--- config.mk ---
export PLATFORM = sky130hd
export DESIGN_NAME = gcd_stream
export DESIGN_NICKNAME = d
export VERILOG_FILES = /design/src/rtl/gcd_pkg.sv /design/src/rtl/gcd_step.sv /design/src/rtl/gcd_stream.sv
export SDC_FILE = /design/constraint.sdc
export NUM_CORES = 1
export LEC_CHECK = 0
export ABC_AREA = 1
export ABC_CLOCK_PERIOD_IN_PS = 2600
export CAP_MARGIN = 20
export CORE_MARGIN = 3
export CORE_UTILIZATION = 50
export CTS_CLUSTER_SIZE = 14
export DETAILED_ROUTE_END_ITERATION = 7
export PLACE_DENSITY = 0.72
export SYNTH_ARGS = -nofsm -noshare
export SYNTH_HDL_FRONTEND = slang
export SYNTH_SLANG_ARGS = --single-unit
--- constraint.sdc ---
create_clock -name clk -period 2.6 [get_ports clk]
set_input_delay 0.65 -clock clk [delete_from_list [all_inputs] [get_ports clk]]
set_output_delay 0.65 -clock clk [all_outputs]
set_load 0.03 [all_outputs]
--- src/rtl/gcd_pkg.sv ---
// Shared types and width helpers for the gcd_stream binary GCD engine.
package gcd_pkg;

    typedef enum logic [1:0] {
        IDLE = 2'd0,
        CALC = 2'd1,
        DONE = 2'd2
    } state_t;

    // The step counter must hold 2*width, the worst-case reduction count.
    function automatic int cnt_width(input int width);
        return $clog2(2 * width + 1);
    endfunction

    // The common power of two never exceeds width-1.
    function automatic int k_width(input int width);
        return (width > 2) ? $clog2(width) : 1;
    endfunction

endpackage

--- src/rtl/gcd_step.sv ---
// One reduction step of the binary (Stein) GCD: next x/y/k/count plus the
// terminal flag and the final shifted result when a terminal rule fires.
module gcd_step
    import gcd_pkg::*;
#(
    parameter int WIDTH = 8,
    localparam int CNT_W = cnt_width(WIDTH),
    localparam int K_W = k_width(WIDTH)
) (
    input  logic [WIDTH-1:0] x,
    input  logic [WIDTH-1:0] y,
    input  logic [K_W-1:0]   k,
    input  logic [CNT_W-1:0] count,
    output logic [WIDTH-1:0] next_x,
    output logic [WIDTH-1:0] next_y,
    output logic [K_W-1:0]   next_k,
    output logic [CNT_W-1:0] next_count,
    output logic             terminal,
    output logic [WIDTH-1:0] result
);

    always_comb begin
        // NOTE: every output gets a default first so no path leaves one unassigned (no latch).
        next_x     = x;
        next_y     = y;
        next_k     = k;
        next_count = count;
        terminal   = 1'b0;
        result     = '0;

        if (x == '0) begin
            terminal = 1'b1;
            result   = y << k;
        end else if (y == '0) begin
            terminal = 1'b1;
            result   = x << k;
        end else begin
            next_count = count + CNT_W'(1);
            if (!x[0] && !y[0]) begin
                next_x = x >> 1;
                next_y = y >> 1;
                next_k = k + K_W'(1);
            end else if (!x[0]) begin
                next_x = x >> 1;
            end else if (!y[0]) begin
                next_y = y >> 1;
            end else if (x >= y) begin
                // Both odd: the difference is even, so halving loses nothing.
                next_x = (x - y) >> 1;
            end else begin
                next_y = (y - x) >> 1;
            end
        end
    end

endmodule

--- src/rtl/gcd_stream.sv ---
// Streaming binary GCD engine: accepts one operand pair, reduces it one step
// per clock, and presents gcd, both-zero flag and step count until taken.
module gcd_stream
    import gcd_pkg::*;
#(
    parameter int WIDTH = 8,
    localparam int CNT_W = cnt_width(WIDTH)
) (
    input  logic             clk,
    input  logic             reset,
    input  logic             in_valid,
    output logic             in_ready,
    input  logic [WIDTH-1:0] a,
    input  logic [WIDTH-1:0] b,
    output logic             out_valid,
    input  logic             out_ready,
    output logic [WIDTH-1:0] gcd_val,
    output logic             zero_flag,
    output logic [CNT_W-1:0] steps
);

    localparam int K_W = k_width(WIDTH);

    state_t state;
    state_t state_next;

    logic [WIDTH-1:0] x;
    logic [WIDTH-1:0] y;
    logic [K_W-1:0]   k;
    logic [CNT_W-1:0] count;

    logic [WIDTH-1:0] x_next;
    logic [WIDTH-1:0] y_next;
    logic [K_W-1:0]   k_next;
    logic [CNT_W-1:0] count_next;
    logic             terminal;
    logic [WIDTH-1:0] step_result;

    logic accept;
    logic deliver;

    assign accept  = in_valid && in_ready;
    assign deliver = out_valid && out_ready;

    gcd_step #(
        .WIDTH (WIDTH)
    ) u_step (
        .x          (x),
        .y          (y),
        .k          (k),
        .count      (count),
        .next_x     (x_next),
        .next_y     (y_next),
        .next_k     (k_next),
        .next_count (count_next),
        .terminal   (terminal),
        .result     (step_result)
    );

    always_ff @(posedge clk) begin
        // NOTE: sequential state uses non-blocking (<=) so all registers update together.
        if (reset) begin
            state <= IDLE;
        end else begin
            state <= state_next;
        end
    end

    always_comb begin
        state_next = state;
        case (state)
            IDLE:    if (accept)   state_next = CALC;
            CALC:    if (terminal) state_next = DONE;
            DONE:    if (deliver)  state_next = IDLE;
            default: state_next = IDLE;
        endcase
    end

    // Handshake flags decode straight from the state register.
    always_comb begin
        in_ready  = (state == IDLE);
        out_valid = (state == DONE);
    end

    always_ff @(posedge clk) begin
        if (reset) begin
            x         <= '0;
            y         <= '0;
            k         <= '0;
            count     <= '0;
            gcd_val   <= '0;
            zero_flag <= 1'b0;
            steps     <= '0;
        end else begin
            case (state)
                IDLE: begin
                    if (accept) begin
                        x         <= a;
                        y         <= b;
                        k         <= '0;
                        count     <= '0;
                        zero_flag <= (a == '0) && (b == '0);
                    end
                end
                CALC: begin
                    if (terminal) begin
                        gcd_val <= step_result;
                        steps   <= count;
                    end else begin
                        x     <= x_next;
                        y     <= y_next;
                        k     <= k_next;
                        count <= count_next;
                    end
                end
                default: ;
            endcase
        end
    end

endmodule

==> impl_metrics.ini <==
[run_status]
run_status = finished, final reports clean

[critical_path]
critPathMostFrequentCell = sky130_fd_sc_hd__nand2_1
cp-start-kind = flop
type_of_the_setup_path_with_the_least_slack = reg2reg
worst_path_max_delay_cell = sky130_fd_sc_hd__dfxtp_1
cp_cell_sequence = inv_1 -> fa_1 -> inv_1 -> nand3_1 -> nand3_1 -> nand2_2 -> a21oi_1 -> nand2_1 -> nand2_1 -> nand2_1 -> nand2_1 -> nand2_1 -> nor2_1
cp_data_arrival_time_ns = 2.55
endpoint_kind = flop
register_to_register_setup_slack_ns = 0.30
timing.critical_path.max_delay_family = simple AND/OR/NAND/NOR gates
slowest_delay_ns = 0.47
worst-endpoint-required_ns = 2.85
critical_path.max_fanout = 6
critical_path.n_buffers_inverters = 2

[power]
leakage_nw = 1.743
pwr_dens_nw_per_um2 = 1205
design_power_total_mw = 4.702
power.ir.vdd_worst_mv = 0.6073

[synthesis]
postSynth.topFlopCell = sky130_fd_sc_hd__dfxtp_1
synth_area_um2 = 3362
synth_seq_cells = 40
synth_edf_count = 0
synth_area_per_inst_um2 = 6.392
async_flop_share_pct = 0
synth.lib_cells_used.distinct = 46
synth_sequential_area_ratio_pct = 23.82
yosys_warnings = 0
synth.net_count = 567
synthesis.instances = 526

[floorplanning]
area_inside_the_core_boundary_um2 = 6422
fp.dieArea_um2 = 7744
die_height_um = 88
ioPinCount = 36
die_w_um = 88
initial_utilization_pct = 52.35
num_rows = 29

[place]
placed_cells_incl_taps = 631
i_o_buffers = 35
worst_setup_slack_before_clock_tree_synthesis_ns = 0.3953
dpl-instance-area_um2 = 3786
finalWeightedCongestion = 1.024
detailedPlacementHpwl_mm = 7.945

[timing]
finalWorstSetupSlack_ns = 0.2976
achievable-frequency_mhz = 434.3
worst-slew-pin-transition_ns = 0.7039
hold_slack_ns = 0.4743
rsz0062_at_grt = no
layout_min_cycle_time_ns = 2.302
clock-skew-final_ns = 0.01210
finalHoldViolCount = 0
slew-limit-headroom_pct = 52.64
timing_max_transition_violations_final = 0
fin_crit_sh_pct = 88.55
setup_total_negative_slack_ns = 0
report.final.setup_viol = 0

[min_path]
timing.hold.worst.class = reg2reg

[clock_tree]
clk_transition_reported_paths_ns = 0.10
clock_buffers_created_by_tritoncts = 5
clk-insertion-delay-late_ns = 0.31
cts_sinks = 40
cts.path.max_buffers = 2
post-cts-setup-buffer-count = 0
cts_hold_repair.buffers = 0
tritoncts = done
root_buffer = sky130_fd_sc_hd__clkbuf_8
cts_htree_levels = 2
post_cts.resized_instances = 0

[finish]
antenna-diode-count = 0
num-fill-cells = 629
postLayoutCellArea_um2 = 3901
layout-area-overhead-vs-synth_pct = 16.04
fin_nets = 602
final_layout_size_suffix_gt1_share_pct = 10.50
final_instance_count_excl_fillers = 639
finish.utilization_pct = 60.74

[grt]
grt_pass1_vias = 3414
antenna_violations_before_repair = 0
grt_remaining_overflow = 0
grt_pass1_wl_mm = 16.66
largest_net_degree_at_the_start_of_global_routing = 24
gr-usage-all-layers_pct = 27.71

[route]
detailroute.via_count = 3604
post_drt_wl_per_cell_um = 15.75
viasPerCell = 5.640
count_of_unresolved_drc_violations_after_routing = 0
antenna_violating_nets_post_route = 0
drt_first_pass_iters = 6
finalWirelength_mm = 10.07
drt_iter0_drc = 310

[flow_run]
cap_viol_max_count = 0
==> cells by family after synthesis <==
logic type,count (synthesis),share of synthesized area [%]
mux,2,0.5955
xor+xnor,7,1.824
compound gates,111,18.87
buf+inv,77,9.899
fa+ha+maj,21,8.262
flops,40,23.82
simple gates,268,36.73
==> Yosys cell counts, drive strengths merged (3+ instances only) <==
master	n	area share (%)
nand2	146	17
inv	58	6.6
nor2	58	8.2
o21ai	49	7.6
a21oi	44	7.0
dfxtp	40	24
nand3	34	5.7
ha	19	7.1
o211ai	11	2.6
buf	10	2.3
or2	10	1.9
clkbuf	9	1.0
nand4	8	1.9
nor3	6	0.89
xnor2	4	1.0
nor4	3	0.56
xor2	3	0.78
==> placed cells by master, fill, tap and decap left out, drive strengths merged, types with 10 or more instances in the layout <==
cell type	instances
nand2	146
inv	59
nor2	58
o21ai	49
a21oi	44
dfxtp	40
clkdlybuf4s50	35
nand3	34
ha	19
buf	12
o211ai	11
or2	10
==> state kept, by name (all words and copies together), names as in the netlist <==
signal     cells
x              8
y              8
k              3
gcd_val        8
count          5
state          2
zero_flag      1
steps          5
==> worst reg2reg max path: cells and delay by family (launching register included) <==
kind / cells / cell delay (ns)
compound gates: 1 / 0.32
flops: 1 / 0.47
buf+inv: 2 / 0.30
simple gates: 9 / 0.69
fa+ha+maj: 1 / 0.47
==> worst paths after layout <==
kind | cells after the start | from | end
max | 13 | x[1] | x[6]
min | 2 | zero_flag | zero_flag
max reg2reg | 13 | x[1] | x[6]
min reg2reg | 2 | zero_flag | zero_flag
==> area by class of cell <==
type / count / area (µm²) / share of cell area [%]
clock inverter: 3 / 46.29 / 1.187
inverter: 58 / 220.2 / 5.645
clock buffer: 5 / 68.82 / 1.764
sequential: 40 / 800.8 / 20.53
tap: 77 / 96.34 / 2.470
timing repair buffer: 47 / 440.4 / 11.29
multi-input combinational: 409 / 2228 / 57.12
==> routing by layer <==
layer	GRT usage (%)	vias to the layer above	share of wire [%]
met4	9.205	0	2.1
li1	-	1792	-
met5	0	-	0
met3	5.644	18	9.1
met1	38.92	1616	45
met2	42.26	178	43
==> power breakdown <==
group	total, mW	internal [mW]	leakage, nW	switching, mW
clock	0.553	0.290	0.0548	0.263
combinational	3.19	1.11	1.36	2.08
sequential	0.960	0.768	0.327	0.192
total	4.70	2.17	1.74	2.53
(Power assumes the default switching activity.)
